## src/rtl/calendar_timekeeper.sv

```systemverilog
// Time-of-day and Gregorian calendar core with a divided 1 s tick and per-field manual set.
// Optional alarm comparator is built when ALARM_EN is defined.
module calendar_timekeeper #(
  parameter int CLK_HZ   = 50_000_000,
  parameter int YEAR_W   = 12,
  parameter int YEAR_MIN = 2000,
  parameter int YEAR_MAX = 2999
) (
  input  logic              clk,
  input  logic              rst,
  input  logic              set_mode,
  input  logic [2:0]        sel,
  input  logic              up,
  input  logic              down,
`ifdef ALARM_EN
  input  logic              alarm_arm,
  input  logic [4:0]        alarm_hour,
  input  logic [5:0]        alarm_min,
  output logic              alarm_hit,
`endif
  output logic [5:0]        second,
  output logic [5:0]        minute,
  output logic [4:0]        hour,
  output logic [4:0]        day,
  output logic [3:0]        month,
  output logic [YEAR_W-1:0] year,
  output logic              leap,
  output logic              tick,
  output logic              rollover
);
  localparam int CW = $clog2(CLK_HZ);
  localparam logic [CW-1:0]     DIV_LAST = CW'(CLK_HZ - 1);
  localparam logic [YEAR_W-1:0] Y_MIN    = YEAR_W'(YEAR_MIN);
  localparam logic [YEAR_W-1:0] Y_MAX    = YEAR_W'(YEAR_MAX);

  function automatic logic is_leap(input logic [YEAR_W-1:0] y);
    logic [31:0] v;
    v = 32'(y);
    return (((v % 32'd4) == 32'd0) && ((v % 32'd100) != 32'd0)) || ((v % 32'd400) == 32'd0);
  endfunction

  function automatic logic [4:0] max_day(input logic [3:0] m, input logic lp);
    case (m)
      4'd4, 4'd6, 4'd9, 4'd11: return 5'd30;
      4'd2:                    return lp ? 5'd29 : 5'd28;
      default:                 return 5'd31;
    endcase
  endfunction

  logic [CW-1:0]     div_cnt;
  logic              div_wrap, adj, n_roll;
  logic [5:0]        n_sec, n_min;
  logic [4:0]        n_hour, n_day, cur_md, new_md;
  logic [3:0]        n_month;
  logic [YEAR_W-1:0] n_year;

  assign leap     = is_leap(year);
  assign cur_md   = max_day(month, leap);
  assign div_wrap = !set_mode && (div_cnt == DIV_LAST);
  assign adj      = set_mode && (up ^ down);

  always_comb begin
    n_sec   = second;
    n_min   = minute;
    n_hour  = hour;
    n_day   = day;
    n_month = month;
    n_year  = year;
    n_roll  = 1'b0;
    new_md  = cur_md;
    if (div_wrap) begin
      // full carry ripple settles in one edge
      if (second != 6'd59) n_sec = second + 6'd1;
      else begin
        n_sec = 6'd0;
        if (minute != 6'd59) n_min = minute + 6'd1;
        else begin
          n_min = 6'd0;
          if (hour != 5'd23) n_hour = hour + 5'd1;
          else begin
            n_hour = 5'd0;
            if (day != cur_md) n_day = day + 5'd1;
            else begin
              n_day = 5'd1;
              if (month != 4'd12) n_month = month + 4'd1;
              else begin
                n_month = 4'd1;
                if (year != Y_MAX) n_year = year + YEAR_W'(1);
                else begin
                  n_year = Y_MIN;
                  n_roll = 1'b1;
                end
              end
            end
          end
        end
      end
    end else if (adj) begin
      case (sel)
        3'd1: n_sec   = up ? ((second == 6'd59) ? 6'd0 : second + 6'd1)
                           : ((second == 6'd0) ? 6'd59 : second - 6'd1);
        3'd2: n_min   = up ? ((minute == 6'd59) ? 6'd0 : minute + 6'd1)
                           : ((minute == 6'd0) ? 6'd59 : minute - 6'd1);
        3'd3: n_hour  = up ? ((hour == 5'd23) ? 5'd0 : hour + 5'd1)
                           : ((hour == 5'd0) ? 5'd23 : hour - 5'd1);
        3'd4: n_day   = up ? ((day >= cur_md) ? 5'd1 : day + 5'd1)
                           : ((day <= 5'd1) ? cur_md : day - 5'd1);
        3'd5: n_month = up ? ((month == 4'd12) ? 4'd1 : month + 4'd1)
                           : ((month == 4'd1) ? 4'd12 : month - 4'd1);
        3'd6: n_year  = up ? ((year == Y_MAX) ? Y_MIN : year + YEAR_W'(1))
                           : ((year == Y_MIN) ? Y_MAX : year - YEAR_W'(1));
        default: ;
      endcase
      // month/year edits can shrink the month under the current day
      new_md = max_day(n_month, is_leap(n_year));
      if (n_day > new_md) n_day = new_md;
    end
  end

  always_ff @(posedge clk) begin
    if (rst) begin
      div_cnt  <= '0;
      tick     <= 1'b0;
      rollover <= 1'b0;
      second   <= 6'd0;
      minute   <= 6'd0;
      hour     <= 5'd0;
      day      <= 5'd1;
      month    <= 4'd1;
      year     <= Y_MIN;
    end else begin
      div_cnt  <= (set_mode || div_wrap) ? '0 : div_cnt + CW'(1);
      tick     <= div_wrap;
      rollover <= n_roll;
      second   <= n_sec;
      minute   <= n_min;
      hour     <= n_hour;
      day      <= n_day;
      month    <= n_month;
      year     <= n_year;
    end
  end

`ifdef ALARM_EN
  // only a running tick can fire; set-mode edits never reach here
  always_ff @(posedge clk) begin
    if (rst) alarm_hit <= 1'b0;
    else     alarm_hit <= div_wrap && alarm_arm && (n_hour == alarm_hour) &&
                          (n_min == alarm_min) && (n_sec == 6'd0);
  end
`endif
endmodule

```

## config.mk

```make
export PLATFORM = sky130hd
export DESIGN_NAME = calendar_timekeeper
export DESIGN_NICKNAME = d
export VERILOG_FILES = /design/src/rtl/calendar_timekeeper.sv
export SDC_FILE = /design/constraint.sdc
export NUM_CORES = 1
export LEC_CHECK = 0
export CAP_MARGIN = 20
export CORE_MARGIN = 3
export CORE_UTILIZATION = 47
export CTS_BUF_LIST = sky130_fd_sc_hd__clkbuf_4 sky130_fd_sc_hd__clkbuf_8
export CTS_CLUSTER_SIZE = 12
export DETAILED_ROUTE_END_ITERATION = 12
export PLACE_DENSITY = 0.66
export SLEW_MARGIN = 20
export SYNTH_ARGS = -nofsm -noshare
export SYNTH_HDL_FRONTEND = slang
export SYNTH_SLANG_ARGS = --single-unit
```

## constraint.sdc

```tcl
create_clock -name clk -period 7.63 [get_ports clk]
set_input_delay 1.1445 -clock clk [delete_from_list [all_inputs] [get_ports clk]]
set_output_delay 1.1445 -clock clk [all_outputs]
set_load 0.005 [all_outputs]
```

After elaboration in Yosys (flattened, before gate mapping)
Cells that the tools add are included.

storage, ports and cells
  register bits after elaboration = 66
  input bits = 8

operators by class
  add/sub/neg operators = 13
  divide/modulo/power cells = 4
  $lt $le $gt $ge = 3
  equality and inequality tests = 35
  muxes and demuxes = 71
  bitwise gates (word level) = 2
  reductions and logical operators = 31

operator list
  cell                                                                     number
  12-bit two-way mux                                                       14
  32-bit logical NOT                                                       4
  5-bit two-way mux                                                        24
  6-bit two-way mux                                                        15
  12-bit by 7-bit modulo with 32-bit output, second input constant         2
  12-bit by 9-bit modulo with 32-bit output, second input constant         2
  32-bit nonzero test                                                      2
  4-bit two-way mux                                                        13
  26-bit by 1-bit adder with 26-bit output, second input constant          1
  26-bit equality test, second input constant                              1
  4-bit equality test, second input constant                               5
  4-bit by 3-bit equality test with 1-bit output, second input constant    4
  12-bit by 1-bit adder with 12-bit output, second input constant          1
  6-bit by 1-bit adder with 6-bit output, second input constant            2
  12-bit by 11-bit equality test with 1-bit output, second input constant  1
  12-bit equality test, second input constant                              1
  6-bit equality test, second input constant                               2
  6-bit logical NOT                                                        2
  12-bit inequality test, second input constant                            1
  6-bit inequality test, second input constant                             2
  12-bit by 1-bit subtractor with 12-bit output, second input constant     1
  6-bit by 1-bit subtractor with 6-bit output, second input constant       2
  5-bit by 1-bit adder with 5-bit output, second input constant            2
  2-bit inequality test, second input constant                             5
  32 further kinds                                                         50

Depth between registers and ports, before layout
Gate-level depths: netlist of the first run.

  depth in word-level cells = 18
  gate-level depth with buffers = 40

Least setup slack after synthesis of the first run
Ideal clock, no wire load.

  path type = input to register
  start point = input sel[0]
  end point = register day[1]
  arrival = 7.996 ns
  setup slack = -0.431 ns
  cell stages on the path = 38
  path through = buf_2 -> and3b_1 -> nand4_1 -> o32ai_4 -> xnor2_1 -> nor3_1 -> nor2_1 -> ha_1 -> nand2b_1 -> a311oi_2 -> mux2i_1 -> buf_4 -> nand3_2 -> a31oi_1 -> or4_1 -> buf_4 -> nor2_1 -> mux2i_1 -> (+2 left out) -> buf_6 -> a2111oi_4 -> a311oi_2 -> a21boi_1 -> a2111oi_2 -> o211ai_1 -> nor2_1 -> nor3b_1 -> ha_1 -> nand2_1 -> o21ai_0 -> or4_1 -> or2_2 -> a21oi_1 -> a31oi_1 -> nor2_1 -> a21oi_1 -> nor2_1

between the ends
  word-level cells in the longest chain between the ends = 16
  elaborated cells on any way between the ends = 33
  classes of those cells = div: 2; order compare: 1; eq/ne: 8; mux: 16; reduce/logical: 6

ends and longest elaborated chain
  element                                    RTL line  RTL
  from (decl)                                12        input logic [2:0] sel,
  3-bit equality test                        99        case (sel)
  12-bit two-way mux                         99
  12-bit two-way mux                         98        end else if (adj) begin
  12-bit two-way mux                         71        if (div_wrap) begin
  12-bit by 7-bit modulo with 32-bit output  39        return (((v % 32'd4) == 32'd0) && ((v % 32'd100) != 32'd0)) || ((v % 32'd400) == 32'd0);
  32-bit nonzero test                        39
  1-bit logical AND                          39
  1-bit logical OR                           39
  1-bit two-way mux                          45        4'd2: return lp ? 5'd29 : 5'd28;
  2-bit one-hot mux with 2 select lines      43        case (m)
  5-bit two-way mux                          98
  5-bit two-way mux                          71
  5-bit > comparator                         116       if (n_day > new_md) n_day = new_md;
  5-bit two-way mux (*)                      116
  5-bit two-way mux (*)                      98
  5-bit two-way mux (*)                      71
  to (signal assigned)                       138       day <= n_day;
  to (decl)                                  24        output logic [4:0] day,

Mark *: on every way between the ends. The rest lies on a longest branch, timed or not. The select of a mux whose other input is x is not followed.
A chain may end at the register's enable or synchronous reset.

Worst setup path in the final report of the first run
Ends and elaborated chain as after synthesis.

==> impl_metrics.ini, run 1 <==
[synth]
async_flop_share_pct = 0
muxShareOfSynthArea_pct = 1.660
synth_seq_cells = 66
synth.distinct_cells = 105
synthesis.area_sq_um = 7536
synth_top_area_share_pct = 17.53
synth_fa_ha_area_share_pct = 4.549
synth_compound_area_share_pct = 31.06
synth_largest_area_cell = dfxtp_1
synth_area_per_cell_sq_um = 6.971
ys.flop_type = dfxtp_1
synth_top_family_by_area = simple AND/OR/NAND/NOR gates
synthXorXnorAreaFrac_pct = 5.894
synthTopCellsByArea = dfxtp_1 (18%), nor2_1 (7.1%), a21oi_1 (5.4%)
ys_seq_area_share_pct = 17.53
synthCells = 1081
ys_warn_count = 0
yosys.area_share.simple_pct = 33.41
syn_nets = 1114
synth_edf_count = 0

[clock_network]
clock-root-buffer = clkbuf_8
htree_levels = 3
cts_buffers = 9
cts_buffer_depth = 2
cts-hold-fix-buffers = 0
numClockSinks = 66
cts_tree = built
clkSlewWorstSetupHoldPaths_ns = 0.07
clock_latency_ns = 0.36

[route]
routed_via_density = 6.058
routed_wl_mm = 23.54
drtPass1Iterations = 5
drtAntennaViolNets = 0
wl_per_cell_um = 16.37
vias = 8712
drt-initial-drc-count = 841
drc = 0

[power]
p_per_area_nw_per_um2 = 175.5
switchingPower_uw = 649.4
power_mw = 1.697
combPwrFrac_pct = 56.3
power_frac_clock_pct = 22.2
ir_drop_mv = 0.1115
p_seq_share_pct = 21.5
leakage_nw = 3.636
p_int_mw = 1.048
swShare_pct = 38.27

[cells_and_area]
final_area_sq_um = 9671
drive_gt1_share_pct = 22.33
nNetsFinal = 1256
n_antenna_cell = 0
fin_cells = 1438
final_util_pct = 62.68
area_growth_pct = 28.32

[worst_setup_path]
slowest_stage = or4_4
critPathCaptureType = register
reg2reg_depth = 35
cp-start-kind = input port
reg2reg_slack_ns = 0.04
crit_path_max_fanout = 6
crit_type = in2reg
max_stage_delay_ns = 0.58
cp.required_ns = 7.91
crit_top_cell = nor2_1
critPathArrivalTime_ns = 8.00

[run_status]
status = complete, but fails checks
violations = negative setup slack

[sta]
final.setup.worst_slack_ns = -0.08393
slew_headroom_pct = 43.65
skew_ns = 0.02018
min_period_ns = 7.714
final.period_utilization_pct = 101.1
max_freq_ghz = 0.1296
worst_pin_slew_ns = 0.8434
setup_viol = 1
drv_slew = 0
hold_viol = 0
rsz0062_at_grt = true

[place]
io_buffer_count = 48
gp_congestion = 0.9046
dp_hpwl_mm = 16.77
placed_area_sq_um = 9040
dp_cells = 1403

[global_routing]
track_usage_pct = 26.04
grt_pass1_wl_mm = 39.34
antenna_found_initial = 0
grt_max_degree = 41
grt_pass1_vias = 8049
grt_overflow = 0

[min_path]
min_path_cells = 1
hold_class = reg2reg

[floorplan]
fp-row-count = 45
die_area_sq_um = 17590
dieHeight_um = 132.6
core_region_area_sq_um = 15430
ioPinCount = 49
initial_core_util_pct = 48.85
die_x_um = 132.6

[job]
maxCapViolations = 0
through the flow:
step	setup slack (ns)	hold slack, ns	TNS, ns
final	-0.08393	0.4730	-0.08393
after global routing	-0.4161	0.4972	-0.6653
after CTS	0.003646	0.4761	0
after detailed placement	-0.8505	0.4571	-1.496
after global placement	-0.7138	0.4477	-1.205
after floorplan	-0.1264	0.4299	-0.1264
per-layer routing:
metal  global-route usage (%)  up-vias  part of all wire (%)
met1                    36.01     4058                    47
met2                    42.29      290                    45
li1                         -     4318                     -
met5                        0        -                     0
met4                    8.603        0                   2.3
met3                    3.004       46                   5.6
power groups by stage:
stage | Sequential, mW | Clock, mW | Combinational, mW
3_5_place_dp | 0.373 | 0 | 0.842
5_1_grt | 0.367 | 0.399 | 1.04
4_1_cts | 0.365 | 0.385 | 0.896
6_report | 0.365 | 0.377 | 0.955
2_1_floorplan | 0.368 | 0 | 0.559
3_3_place_gp | 0.373 | 0 | 0.837
worst paths after layout:
check | from | endpoint
hold reg to reg | div_cnt[0] | div_cnt[0]
setup reg to reg | year[7] | day[1]
setup / recovery | sel[0] | day[1]
hold / removal | div_cnt[0] | div_cnt[0]
registers in the layout (all words and copies together), names as in the netlist:
signal    flops
rollover      1
minute        6
tick          1
second        6
year         12
day           5
hour          5
div_cnt      26
month         4
cells by family (layout without fill, tap and decap cells):
kind of cell,count (synthesis),in the layout
and+or+nand+nor,493,493
AOI/OAI and AO/OA,334,334
buffers and inverters,99,245
DFF,66,66
xor gates and xnor gates,49,49
adders and majority gates,28,28
muxes,12,12
area by class of cell:
| cell class | instances | area [sq um] |
|---|---|---|
| Clock buffer | 11 | 151.4 |
| Clock inverter | 4 | 98.84 |
| Fill cell | 1411 | 5757 |
| Inverter | 26 | 97.59 |
| Multi-Input combinational cell | 916 | 6048 |
| Sequential cell | 66 | 1321 |
| Tap cell | 211 | 264.0 |
| Timing Repair Buffer | 204 | 1689 |
Yosys cell counts (8+ instances only):
cell type,number
nor2_1,142
nand2_1,100
a21oi_1,81
o21ai_0,67
dfxtp_1,66
nand3_1,63
clkbuf_1,48
nor3_1,42
inv_1,26
ha_1,25
xor2_1,25
xnor2_1,22
o211ai_1,17
or3_1,17
a211oi_1,16
nand2b_1,15
a31oi_1,13
nand4_1,13
and3_1,12
o22ai_1,12
buf_2,10
nand3b_1,10
nor4_1,10
o21a_1,10
and2_1,8
buf_4,8
mux2i_1,8
placed cells by master, fill, tap and decap left out, types with 5 or more instances in the layout:
| cell | instances |
|---|---|
| a211o_1 | 6 |
| a211oi_1 | 16 |
| a21o_1 | 7 |
| a21oi_1 | 77 |
| a311oi_1 | 6 |
| a31oi_1 | 12 |
| and2_1 | 6 |
| and3_1 | 12 |
| and4_1 | 5 |
| buf_4 | 147 |
| buf_6 | 8 |
| clkbuf_8 | 11 |
| clkdlybuf4s50_1 | 44 |
| dfxtp_1 | 66 |
| ha_1 | 24 |
| inv_1 | 26 |
| mux2i_1 | 6 |
| nand2_1 | 96 |
| nand2b_1 | 14 |
| nand3_1 | 62 |
| nand3b_1 | 10 |
| nand4_1 | 13 |
| nor2_1 | 137 |
| nor3_1 | 37 |
| nor3_2 | 6 |
| nor3b_1 | 6 |
| nor4_1 | 7 |
| o211ai_1 | 17 |
| o21a_1 | 10 |
| o21ai_0 | 59 |
| o21ai_1 | 9 |
| o22ai_1 | 12 |
| o31a_1 | 5 |
| o31ai_1 | 7 |
| or2_2 | 6 |
| or3_1 | 17 |
| xnor2_1 | 20 |
| xor2_1 | 25 |
worst max-delay path, delay by kind of cell:
kind | cells | cell delay (ns)
buffers and inverters | 2 | 0.26
and+or+nand+nor | 16 | 3.07
AOI/OAI and AO/OA | 14 | 2.80
adders and majority gates | 2 | 0.58
xor gates and xnor gates | 1 | 0.13
repair_timing:
item | in CTS | in global routing
setup buffers | 17 | 4
pin swaps | 28 | 23
gates resized for setup | 41 | 39
cloned | 0 | 0
setup endpoints to repair | 2 | 9
Power figures use the tool's default switching activity.
==> run 2: changes to the inputs <==
ABC_CLOCK_PERIOD_IN_PS = 7630   (was unset)
CAP_MARGIN = 15   (was 20)
==> results of run 2 <==
No change in the layout: final DEF, timing and power equal those of run 1.
